**src/rtl/lsq_srb_buf.sv**
```systemverilog
// lsq_srb_buf: entry storage for the LSQ sparse read buffer; allocates in order, releases out of order by index.
// Optional macro SRB_ERR_CHK_EN: sticky err_rel on release of an unoccupied entry, plus the bottom_ptr invariant assertion.
module lsq_srb_buf #(
    parameter int SRB_DEPTH = 8,
    parameter int DATA_W    = 32,
    localparam int PTR_W    = $clog2(SRB_DEPTH),
    localparam int CNT_W    = PTR_W + 1
) (
    input  logic                 clk,
    input  logic                 rst,
    input  logic                 w_req_valid,
    output logic                 w_req_ready,
    input  logic [DATA_W-1:0]    w_data,
    output logic [PTR_W-1:0]     w_alloc_ptr,
    input  logic                 r_req_valid,
    input  logic [PTR_W-1:0]     r_req_ptr,
    output logic                 r_rsp_valid,
    output logic [DATA_W-1:0]    r_rsp_data,
    output logic [SRB_DEPTH-1:0] entry_valid,
    input  logic [PTR_W-1:0]     bottom_ptr,
    output logic [CNT_W-1:0]     occupancy,
    output logic                 empty,
    output logic                 err_rel
);

    logic [PTR_W-1:0]     w_ptr;
    logic [DATA_W-1:0]    mem [SRB_DEPTH];
    logic [SRB_DEPTH-1:0] entry_valid_next;
    logic                 alloc;
    logic                 rel_ok;

    // A release and allocation aimed at the same index can never both be accepted:
    // the allocation needs the slot free, the release needs it occupied.
    assign w_req_ready = ~entry_valid[w_ptr];
    assign alloc       = w_req_valid & w_req_ready;
    assign rel_ok      = r_req_valid & entry_valid[r_req_ptr];
    assign w_alloc_ptr = w_ptr;
    assign empty       = (occupancy == '0);

    always_comb begin
        entry_valid_next = entry_valid;
        if (alloc) begin
            entry_valid_next[w_ptr] = 1'b1;
        end
        if (rel_ok) begin
            entry_valid_next[r_req_ptr] = 1'b0;
        end
    end

    always_ff @(posedge clk) begin
        if (rst) begin
            w_ptr       <= '0;
            entry_valid <= '0;
            occupancy   <= '0;
            r_rsp_valid <= 1'b0;
            r_rsp_data  <= '0;
        end else begin
            entry_valid <= entry_valid_next;
            r_rsp_valid <= rel_ok;
            if (alloc) begin
                w_ptr <= w_ptr + PTR_W'(1);
            end
            if (rel_ok) begin
                r_rsp_data <= mem[r_req_ptr];
            end
            unique case ({alloc, rel_ok})
                2'b10:   occupancy <= occupancy + CNT_W'(1);
                2'b01:   occupancy <= occupancy - CNT_W'(1);
                default: occupancy <= occupancy;
            endcase
        end
    end

    // Payload storage is never reset; entry_valid alone qualifies its contents.
    always_ff @(posedge clk) begin
        if (alloc && !rst) begin
            mem[w_ptr] <= w_data;
        end
    end

`ifdef SRB_ERR_CHK_EN
    always_ff @(posedge clk) begin
        if (rst) begin
            err_rel <= 1'b0;
        end else if (r_req_valid && !entry_valid[r_req_ptr]) begin
            err_rel <= 1'b1;
        end
    end

    bottom_ptr_occupied: assert property (@(posedge clk) disable iff (rst)
        !empty |-> entry_valid[bottom_ptr]);
`else
    logic unused_bottom_ptr;

    assign err_rel           = 1'b0;
    assign unused_bottom_ptr = ^bottom_ptr;
`endif

endmodule

```
**config.mk**
```make
export PLATFORM = sky130hd
export DESIGN_NAME = lsq_srb_buf
export DESIGN_NICKNAME = d
export VERILOG_FILES = /design/src/rtl/lsq_srb_buf.sv
export SDC_FILE = /design/constraint.sdc
export NUM_CORES = 1
export LEC_CHECK = 0
export CORE_MARGIN = 2
export CORE_UTILIZATION = 58
export CTS_CLUSTER_DIAMETER = 120
export DETAILED_ROUTE_END_ITERATION = 12
export HOLD_SLACK_MARGIN = 0.03
export PLACE_DENSITY_LB_ADDON = 0.15
export SKIP_LAST_GASP = 1
export SLEW_MARGIN = 15
export SYNTH_ARGS = -nofsm -noshare
export SYNTH_HDL_FRONTEND = slang
export SYNTH_SLANG_ARGS = --single-unit
export TNS_END_PERCENT = 5
```
**constraint.sdc**
```tcl
create_clock -name clk -period 5.11 [get_ports clk]
set_input_delay 0.511 -clock clk [delete_from_list [all_inputs] [get_ports clk]]
set_output_delay 0.511 -clock clk [all_outputs]
set_load 0.02 [all_outputs]
```
Word-level counts from Yosys, hierarchy flattened
Memory sizes are Yosys's and may differ from the RTL's. A register that Yosys moved wholly into a read port is not among the register bits. Cells that the tools add are included.

Word-level logic and storage cells: 39. Memories: 1. Input bits: 42. Bits in registers: 16. Output and inout bits: 51. Bits in writable memories: 256.

Multiplexer cells: 13. Equal/unequal tests: 2. Reduce and logical (&&, ||, !) cells: 6. Bitwise logic cells: 6. Magnitude comparators: 4. Add/subtract/negate cells: 3.

Memories: mem (words 8, width 32, rd ports 1, clocked after Yosys merged registers in 1, write ports 1, RTL line 27) `logic [DATA_W-1:0] mem [SRB_DEPTH];`.

Operators by type and width (count): $mux W8 (2); $and A8 B8 Y8 (1); $lt A3 B4 Y1 const B (2); $not A8 Y8 (1); $or A8 B8 Y8 (1); $pmux W4 S2 (1); $bmux W1 S3 (2); $demux W1 S3 (2); $ge A3 B1 Y1 const B (2); $mux W1 (6); $add A4 B1 Y4 const B (1); $logic_not A4 Y1 (1); $sub A4 B1 Y4 const B (1); $add A3 B1 Y3 const B (1); $logic_and A1 B1 Y1 (3); $and A1 B1 Y1 (2); $eq A2 B1 Y1 const B (1); $eq A2 B2 Y1 const B (1); $reduce_bool A2 Y1 (1); $logic_not A1 Y1 (1); $not A1 Y1 (1).

Depth between registers and ports, before layout
Depth after elaboration: 8. Mapped depth: 14. Depth with buffers taken out: 10.

Least setup slack after synthesis
No wires, ideal clock.

Path type: reg2reg. From: register w_ptr[0] (netlist: w_alloc_ptr[0]). To: memory mem[1][0] (enable). Library setup time: 461 ps. Stages on the path, launching flop included: 6. Setup slack: 946 ps. Required time: 4649 ps. Arrival time: 3703 ps. Clock period less this slack: 4164 ps. Buffers on the path: 1. Cell sequence: dfxtp_1 buf_2 mux2i_1 o221ai_2 or3_1 nor3_1.

Cells in the longest elaborated chain, start to end: 7.

Ends and longest elaborated chain: from (decl) (RTL line 26) `logic [PTR_W-1:0] w_ptr;`; from (signal assigned) (RTL line 61) `w_ptr <= w_ptr + PTR_W'(1);`; $bmux W1 S3 (RTL line 34) `assign w_req_ready = ~entry_valid[w_ptr];`; $mux W1 (not written as such) (RTL line 34); $not A1 Y1 (RTL line 34); $and A1 B1 Y1 (RTL line 35) `assign alloc = w_req_valid & w_req_ready;`; $logic_and A1 B1 Y1 (RTL line 76) `if (alloc && !rst) begin`; $mux W1 (RTL line 76); $mux W1 (not written as such) (RTL line 77) `mem[w_ptr] <= w_data;`; to (decl) (RTL line 27).

Parallel ways exist; a longest one is shown, timed or not. The select of a mux whose other input is x is not followed.

Worst setup path after layout
From: register w_ptr[1] (netlist: w_alloc_ptr[1]). To: memory mem[2][30] (enable).

The elaborated chain is that of the path after synthesis.

==> flow_results.xml <==
<?xml version="1.0" encoding="UTF-8"?>
<metrics>
  <group name="yosys">
    <metric name="netlist_instances" unit="">712</metric>
    <metric name="synth.most_common_cell" unit="">sky130_fd_sc_hd__edfxtp_1</metric>
    <metric name="synth.ff_latch_count" unit="">304</metric>
    <metric name="synthesis.yosys.warnings" unit="">0</metric>
    <metric name="predominant_post_synthesis_flop_cell" unit="">sky130_fd_sc_hd__edfxtp_1</metric>
    <metric name="synth-async-reset-ratio" unit="">0</metric>
    <metric name="ys_types" unit="">56</metric>
    <metric name="synth.net_count" unit="">758</metric>
    <metric name="postSynthAreaPerCell" unit="µm²">16.54</metric>
    <metric name="synth_top_cell_area_share" unit="">0.6526</metric>
    <metric name="netlist_top_cells_count" unit="">sky130_fd_sc_hd__edfxtp_1 (256), sky130_fd_sc_hd__mux2i_1 (51), sky130_fd_sc_hd__dfxtp_1 (48)</metric>
    <metric name="largest_cells_by_area_after_synthesis" unit="">sky130_fd_sc_hd__edfxtp_1 (65%), sky130_fd_sc_hd__dfxtp_1 (8.2%), sky130_fd_sc_hd__mux2i_1 (4.3%)</metric>
    <metric name="seq_area_frac_synth" unit="">0.7342</metric>
    <metric name="yosysTopAreaCell" unit="">sky130_fd_sc_hd__edfxtp_1</metric>
    <metric name="mappedNetlistArea" unit="µm²">11780</metric>
    <metric name="synth-edff-count" unit="">256</metric>
  </group>
  <group name="final_layout">
    <metric name="antenna-diode-count" unit="">0</metric>
    <metric name="num-nets-final" unit="">849</metric>
    <metric name="areaGrowthSynthToFinish" unit="%">17.41</metric>
    <metric name="layout-drive-gt1-share" unit="">0.1409</metric>
    <metric name="n_fill_cell" unit="">1300</metric>
  </group>
  <group name="detailed_routing">
    <metric name="drt-pass1-iter-count" unit="">5</metric>
    <metric name="via_count_of_the_routed_design" unit="">6864</metric>
    <metric name="detail_route.vias_per_cell" unit="">6.280</metric>
    <metric name="routed_wl" unit="µm">25720</metric>
    <metric name="ant_nets" unit="">0</metric>
    <metric name="drt_drc_violations_left" unit="">0</metric>
    <metric name="drt-wirelength-per-cell" unit="µm">23.53</metric>
    <metric name="detailedRoute.firstIterationViolations" unit="">577</metric>
  </group>
  <group name="grt">
    <metric name="initial_antenna_violation_count" unit="">0</metric>
    <metric name="gr-usage-all-layers" unit="">0.2408</metric>
    <metric name="number_of_global_route_vias_before_repair" unit="">7020</metric>
    <metric name="grt_overflow_total" unit="">0</metric>
    <metric name="grt_start_max_net_pins" unit="">53</metric>
    <metric name="grt_pass1_wl" unit="µm">39600</metric>
  </group>
  <group name="timing">
    <metric name="timing_worst_slew_pin_value" unit="ps">1066</metric>
    <metric name="fmaxAchievable" unit="GHz">0.2887</metric>
    <metric name="worst_hold_slack_after_final_layout" unit="ps">470.2</metric>
    <metric name="setup_tns" unit="ps">0</metric>
    <metric name="slew_viol_final" unit="">0</metric>
    <metric name="grt_setup_unrepaired" unit="">false</metric>
    <metric name="post_layout_minimum_cycle_time" unit="ps">3463</metric>
    <metric name="timing_hold_violations_final" unit="">0</metric>
    <metric name="layout_worst_path_cycle_share" unit="">0.6777</metric>
    <metric name="setup_viol" unit="">0</metric>
    <metric name="post_route_skew" unit="ps">20.56</metric>
    <metric name="fin_ws" unit="ps">1647</metric>
    <metric name="max_slew_margin" unit="">0.2881</metric>
  </group>
  <group name="setup_path">
    <metric name="r2r_endpoint" unit="">mem[2][30]</metric>
    <metric name="timing.critical_path.required" unit="ps">5340</metric>
    <metric name="timing.setup.critical_path_class" unit="">register to register</metric>
    <metric name="reg2reg_setup_slack" unit="ps">1650</metric>
    <metric name="timing.rr.start" unit="">w_alloc_ptr[1]</metric>
    <metric name="reg2reg_depth" unit="">6</metric>
    <metric name="worst_path_maximum_fanout" unit="">22</metric>
    <metric name="start_kind" unit="">register</metric>
    <metric name="critPathArrivalTime" unit="ps">3700</metric>
    <metric name="setup.worst_path.end_class" unit="">register</metric>
  </group>
  <group name="clocking">
    <metric name="clock_tree.root_cell" unit="">sky130_fd_sc_hd__clkbuf_16</metric>
    <metric name="cts_tree" unit="">built</metric>
    <metric name="ctsResizeCount" unit="">0</metric>
    <metric name="cts-htree-levels" unit="">1</metric>
    <metric name="cts.clk_slew.worst_paths" unit="ps">60</metric>
    <metric name="clock-sinks" unit="">304</metric>
    <metric name="setup_repair_bufs_after_cts" unit="">0</metric>
    <metric name="clk_latency" unit="ps">550</metric>
    <metric name="postCtsHoldBufs" unit="">0</metric>
    <metric name="cts_buffers" unit="">30</metric>
    <metric name="cts.path.max_buffers" unit="">3</metric>
  </group>
  <group name="hold_path">
    <metric name="hold_path_class" unit="">register to register</metric>
    <metric name="worstHoldPathCells" unit="">1</metric>
    <metric name="holdCritStartpoint" unit="">r_rsp_data[10]</metric>
    <metric name="worstHoldEndpoint" unit="">r_rsp_data[10]</metric>
  </group>
  <group name="floorplan">
    <metric name="io_pins" unit="">93</metric>
    <metric name="placeableCoreArea" unit="µm²">20100</metric>
    <metric name="floorplan.die.height" unit="µm">146.5</metric>
    <metric name="rows" unit="">52</metric>
    <metric name="area_enclosed_by_the_die_boundary" unit="µm²">21460</metric>
    <metric name="die_w" unit="µm">146.5</metric>
    <metric name="initial_utilization" unit="">0.5859</metric>
  </group>
  <group name="place">
    <metric name="hpwlAfterDp" unit="µm">14870</metric>
    <metric name="io_buffer_count" unit="">88</metric>
    <metric name="detailedPlace.worstSlack" unit="ps">1492</metric>
    <metric name="globalplace.congestion" unit="">0.8186</metric>
  </group>
  <group name="pwr">
    <metric name="power" unit="mW">5.150</metric>
    <metric name="max-vdd-ir-drop" unit="V">0.0002531</metric>
    <metric name="static-leakage-power" unit="nW">4.543</metric>
    <metric name="power_density" unit="nW/µm²">372.4</metric>
  </group>
  <group name="outcome">
    <metric name="outcome" unit="">complete, no violations</metric>
  </group>
  <group name="run">
    <metric name="max_cap_violations" unit="">0</metric>
  </group>
</metrics>
-- layout by cell type, fill, tap and decap left out, types with 17 or more instances in the layout --
master	count
sky130_fd_sc_hd__clkdlybuf4s50_1	85
sky130_fd_sc_hd__dfxtp_1	48
sky130_fd_sc_hd__clkbuf_16	31
sky130_fd_sc_hd__mux2i_1	51
sky130_fd_sc_hd__mux2_2	29
sky130_fd_sc_hd__edfxtp_1	256
sky130_fd_sc_hd__nor2_1	27
sky130_fd_sc_hd__a22oi_1	28
sky130_fd_sc_hd__a221oi_1	21
sky130_fd_sc_hd__buf_4	20
sky130_fd_sc_hd__o21ai_0	17
sky130_fd_sc_hd__a21oi_1	30
-- logic make-up after synthesis --
group	share of synthesized area
xor+xnor	0.002975
fa+ha+maj	0.004249
mux	0.08891
simple gates	0.03803
compound gates	0.1076
flops	0.7342
buf+inv	0.02369
other cells	0.0003184
-- final cells by class --
cell class / count / area (µm²) / area share
Inverter: 3 / 11.26 / 0.0008143
Clock buffer: 47 / 865.8 / 0.06261
Sequential cell: 304 / 8648 / 0.6254
Tap cell: 270 / 337.8 / 0.02443
Multi-Input combinational cell: 357 / 2907 / 0.2102
Timing Repair Buffer: 107 / 1011 / 0.07310
Clock inverter: 5 / 48.80 / 0.003528
-- state kept, by name, indices dropped and copies added, names as in the netlist --
register / flops
r_rsp_data: 32
w_alloc_ptr: 3
entry_valid: 8
mem: 256
r_rsp_valid: 1
occupancy: 4
-- power by group --
group	total [mW]	internal (mW)	switching, mW
sequential	2.75	2.73	0.0241
clock	2.05	1.20	0.854
combinational	0.342	0.137	0.205
-- layer usage --
layer / track usage / wire length (µm) / part of all wire / vias up
met5: 0 / 0 / 0 / -
met4: 0.07573 / 632 / 0.025 / 0
met3: 0.03875 / 1801 / 0.070 / 54
met2: 0.3927 / 12400 / 0.48 / 286
met1: 0.3384 / 10880 / 0.42 / 3487
li1: - / - / - / 3037
-- how the worst max path moves through the flow --
stage	from	end	slack (ps)	depth (start not counted)
after floorplan	w_alloc_ptr[0]	mem[1][0]	950	5
after global placement	r_req_ptr[1]	r_rsp_data[20]	1570	9
after detailed placement	r_req_ptr[2]	r_rsp_data[20]	1490	10
after CTS	w_alloc_ptr[1]	mem[2][20]	1680	6
after global routing	w_alloc_ptr[1]	mem[2][20]	1500	6
final	w_alloc_ptr[1]	mem[2][30]	1650	6
-- worst max-delay path, stage by stage, from the launching register on --
cell	delay [ps]
sky130_fd_sc_hd__dfxtp_1	680
sky130_fd_sc_hd__nand2b_1	390
sky130_fd_sc_hd__o221ai_2	220
sky130_fd_sc_hd__nor3_2	380
sky130_fd_sc_hd__nand2b_1	320
sky130_fd_sc_hd__nor2_4	790
sky130_fd_sc_hd__buf_4	360
-- metrics by stage --
stage | cell area [µm²] | instances | util
6_report | 13830 | 1093 | 0.6879
5_1_grt | 13830 | 1093 | 0.6879
4_1_cts | 13830 | 1093 | 0.6879
3_5_place_dp | 12910 | 1041 | 0.6424
3_3_place_gp | 12910 | 1041 | 0.6424
2_1_floorplan | 11780 | 712 | -
No activity file was read; power rests on OpenSTA's default activity.
==> RTL change 1 (same flow settings) <==
Build with the macro `SRB_ERR_CHK_EN` defined.
--- a/src/rtl/lsq_srb_buf.sv
+++ b/src/rtl/lsq_srb_buf.sv
@@ -1,4 +1,6 @@
 // lsq_srb_buf: entry storage for the LSQ sparse read buffer; allocates in order, releases out of order by index.
 // Optional macro SRB_ERR_CHK_EN: sticky err_rel on release of an unoccupied entry, plus the bottom_ptr invariant assertion.
+`define SRB_ERR_CHK_EN
+
 module lsq_srb_buf #(
     parameter int SRB_DEPTH = 8,
Check against the original RTL: not equivalent (a bounded check fails within 4 cycles, from zero or initial values and one cycle with rst high).
==> RTL change 1 against the unedited design <==
Worst setup slack better by 180 ps; wire length grew 1.4%; sequential cell count up 1; total power decreased by 0.20%; cell area is 0.29% higher; register-to-register slack better by 220 ps; global-route usage about the same; synthesized area increased by 0.22%; synthesized cell count down 0.56%; fmax up 5.5%; largest power group unchanged; highest routed layer unchanged.
==> RTL change 1: results <==
[outcome]
run_status = "finished, final reports clean"

[sta]
worstMarginPinSlew_ps = 1180
clock_skew_ps = 13.5

[hold_path]
hold_class = "reg -> reg"
hold_depth = 2

[cells_and_area]
multi_input_cells = 353
multi_input_area_share_pct = 21.0
inverters = 5
final-clk-cell-share_pct = 6.53
clkbuf_count = 49
syn_to_final_growth_pct = 17.5
top_register = "mem"
nonClkBufAreaFrac_pct = 7.36
fillerInstances = 1312
drive_gt1_share_pct = 13.8
final_nets = 849
seq_cells = 305
nNonClkBuffers = 108
seqCellArea_sq_mm = 0.00867

[detailed_routing]
vias = 6802
postRouteWirelength_microns = 26100
drt-vias-per-instance = 6.21
drtIter0Drc = 597

[placement]
routabilityCongestion = 0.803
io_buffers = 89
hpwl_microns = 14800
post-place-ws_ps = 1620
placed_cell_area_sq_mm = 0.0130

[power_and_ir_drop]
sequentialPowerShare_pct = 53.8
p_seq_mw = 2.76
p_leak_nw = 4.60
p_int_mw = 4.05
p_clk_share_pct = 39.5
ir_worst_vdd_v = 0.000295

[clock_tree]
cts-resized-gates = 0

[grt]
grt_pass1_wl_microns = 39800
grt_max_degree = 62
track_usage_pct = 24.1
grt_pass1_vias = 6748

[worst_setup_path]
critPathMaxFanout = 15
worst-r2r-cell-count = 4
arrival_ps = 2770

[synth]
synth_commonest_cells = "edfxtp_1, mux2i_1, dfxtp_1"
synth.yosys.seq_area_share_pct = 73.4
synthXorXnorAreaFrac_pct = 0.371
yosys-top-cells-area = "edfxtp_1, dfxtp_1, mux2i_1, mux4_2, mux2_2"
synth_cell_types = 58
yosys.area.top_type_share_pct = 65.1
muxShareOfSynthArea_pct = 9.75
syn_nets = 754
synthAdderAreaFrac_pct = 0.424
synthCells = 708
synth_compound_area_share_pct = 9.51
## RTL change 1: final timing paths
kind	to	slack (ps)	start
max	w_req_ready	1830	w_alloc_ptr[1]$_SDFFE_PP0N_
max reg2reg	mem[4][6]$_DFFE_PP_	1870	w_alloc_ptr[1]$_SDFFE_PP0N_
min	r_rsp_data[10]$_SDFFE_PP0N_	460	r_rsp_data[10]$_SDFFE_PP0N_
min reg2reg	r_rsp_data[10]$_SDFFE_PP0N_	460	r_rsp_data[10]$_SDFFE_PP0N_
## RTL change 1: per-layer routing
metal  track usage (%)  part of all wire (%)  vias to the layer above
met3              3.44                   7.7                       48
met2              38.9                    47                      304
met1              35.4                    43                     3426
li1                  -                     -                     3024
met5                 0                     0                        -
met4              5.78                   1.8                        0
## RTL change 1: worst max-delay path, stage by stage (launching register included)
cell and delay [ps]:
dfxtp_1 710, mux4_2 610, mux2i_1 250, clkdlybuf4s50_1 660
==> RTL change 2 (same flow settings) <==
Without the edit above. `SRB_DEPTH`: 8 -> 16.
--- a/src/rtl/lsq_srb_buf.sv
+++ b/src/rtl/lsq_srb_buf.sv
@@ -2,5 +2,5 @@
 // Optional macro SRB_ERR_CHK_EN: sticky err_rel on release of an unoccupied entry, plus the bottom_ptr invariant assertion.
 module lsq_srb_buf #(
-    parameter int SRB_DEPTH = 8,
+    parameter int SRB_DEPTH = 16,
     parameter int DATA_W    = 32,
     localparam int PTR_W    = $clog2(SRB_DEPTH),
Ports: changed (5 resized); port bits go from 93 to 105. The function was not compared with the original's and may differ.
==> RTL change 2 against the unedited design <==
Wire length increased by 81%; count of clock-buffer cells in the layout is 31 higher; non-clock buffer count grew 20; combinational power is 77% higher; synthesized cell count increased by 52%; cell area grew 83%; worst setup slack worse by 310 ps; critical path depth increased by 7; total power up 87%; sequential cell count rose by 266; hold slack got worse by 270 ps; synthesized area up 86%; largest power group unchanged.
==> RTL change 2: results <==
[outcome]
run_status = "finished, final reports clean"

[synth]
synth_cell_types = 48
yosys-top-cells-area = "edfxtp_1, mux4_2, dfxtp_1, a22oi_1, mux2i_1"
synth_edf_count = 512
yosysWarningCount = 0
async_flop_share_pct = 0
avgSynthCellArea_sq_um = 20.2
synth_commonest_cells = "edfxtp_1, mux4_2, a22oi_1"
synth.yosys.seq_area_share_pct = 75.5
syn_nets = 1136

[hold_path]
hold_class = "in -> reg"

[grt]
grt_pass1_wl_microns = 69400
antenna_found_initial = 1
grt_max_degree = 61
grt_pass1_vias = 11000
track_usage_pct = 24.5

[clock_tree]
cts-resized-gates = 0
clk_latency_ps = 600
post_cts_buffers = 0
clockBufferDepth = 3
clk_pin_slew_worst_paths_ps = 60
numCtsBuffers = 56
htree_num_levels = 2
cts_root_buf = "clkbuf_16"

[worst_setup_path]
cpPeakStageDelay_ps = 780
critPathMaxFanout = 14
crit_slowest_cell = "dfxtp_1"
arrival_ps = 4290
critPathTopFamily = "compound AO/OA/AOI/OAI gates"

[sta]
clock_skew_ps = 18.5
relSlewSlack_pct = 27.0

[cells_and_area]
fin_cells = 1761
drive_gt1_share_pct = 21.2
reg_top3 = "mem: 512 flops, r_rsp_data: 32 flops, entry_valid: 16 flops"
diodes = 0
fillerInstances = 2403
final_nets = 1254

[power_and_ir_drop]
ir_worst_vdd_v = 0.000332
p_leak_nw = 7.99

[detailed_routing]
ant_nets = 0
routedWlPerCell_microns = 26.4
drt-pass1-iter-count = 7
drt-vias-per-instance = 6.23
drtIter0Drc = 983

[placement]
post-place-cells = 1656
placed_cell_area_sq_mm = 0.0236
routabilityCongestion = 0.808
post-place-ws_ps = 979
hpwl_microns = 24400
io_buffers = 99

[die]
initial_utilization_pct = 58.6
==> RTL change 2: cell count changes after synthesis, sizes merged, moves of 23 or more <==
cell	before	now
mux2	31	2
nand2	8	45
nor2	35	58
a22oi	30	64
edfxtp	256	512
mux4	8	133
a21oi	30	7
clkbuf	17	45
==> RTL change 2: cell families after synthesis <==
logic type | Yosys count | share of synthesized area, %
mux | 179 | 15.8
other cells | 1 | 0.0171
flops | 570 | 75.5
simple gates | 139 | 2.93
xor+xnor | 4 | 0.160
fa+ha+maj | 7 | 0.400
compound gates | 113 | 3.72
buf+inv | 72 | 1.50
==> RTL change 2: routing by layer <==
metal  global-route usage (%)  up-vias  share of wire, %
met5                        0        -             0.034
met4                     5.88        2               1.9
met3                     3.99       79               6.5
met2                     40.3      389                50
met1                     35.0     5780                41
li1                         -     4714                 -
==> RTL change 2: cell type report <==
| cell class | count | area (sq um) | share of cell area [%] |
|---|---|---|---|
| clock inverters | 27 | 163 | 0.642 |
| flip-flops and latches | 570 | 16500 | 65.3 |
| clock buffers | 78 | 1570 | 6.18 |
| inverters | 5 | 18.8 | 0.0741 |
| multi-input cells | 443 | 5190 | 20.5 |
| repair buffers | 127 | 1210 | 4.78 |
| well taps | 511 | 639 | 2.52 |
==> RTL change 2: path summary, 6_finish.rpt <==
path	startpoint	end	slack [ps]	depth (start not counted)
min	r_req_ptr[0]	entry_valid[7]$_SDFF_PP0_	200	2
max	w_alloc_ptr[1]$_SDFFE_PP0N_	occupancy[4]$_SDFFE_PP0P_	1340	13
min reg2reg	r_rsp_data[15]$_SDFFE_PP0N_	r_rsp_data[15]$_SDFFE_PP0N_	490	2
max reg2reg	w_alloc_ptr[1]$_SDFFE_PP0N_	occupancy[4]$_SDFFE_PP0P_	1340	13
==> RTL change 2: where the power goes <==
| group | internal, mW | switching [mW] |
|---|---|---|
| clock network | 2.18 | 1.67 |
| registers | 5.14 | 0.0390 |
| logic | 0.246 | 0.358 |
==> RTL change 2: through the flow <==
stage                     total power, mW  utilization (%)
after floorplan                      5.63                -
after global placement               5.88             63.1
after detailed placement             5.89             63.1
after CTS                            9.70             67.7
after global routing                 9.92             67.7
final                                9.64             67.7
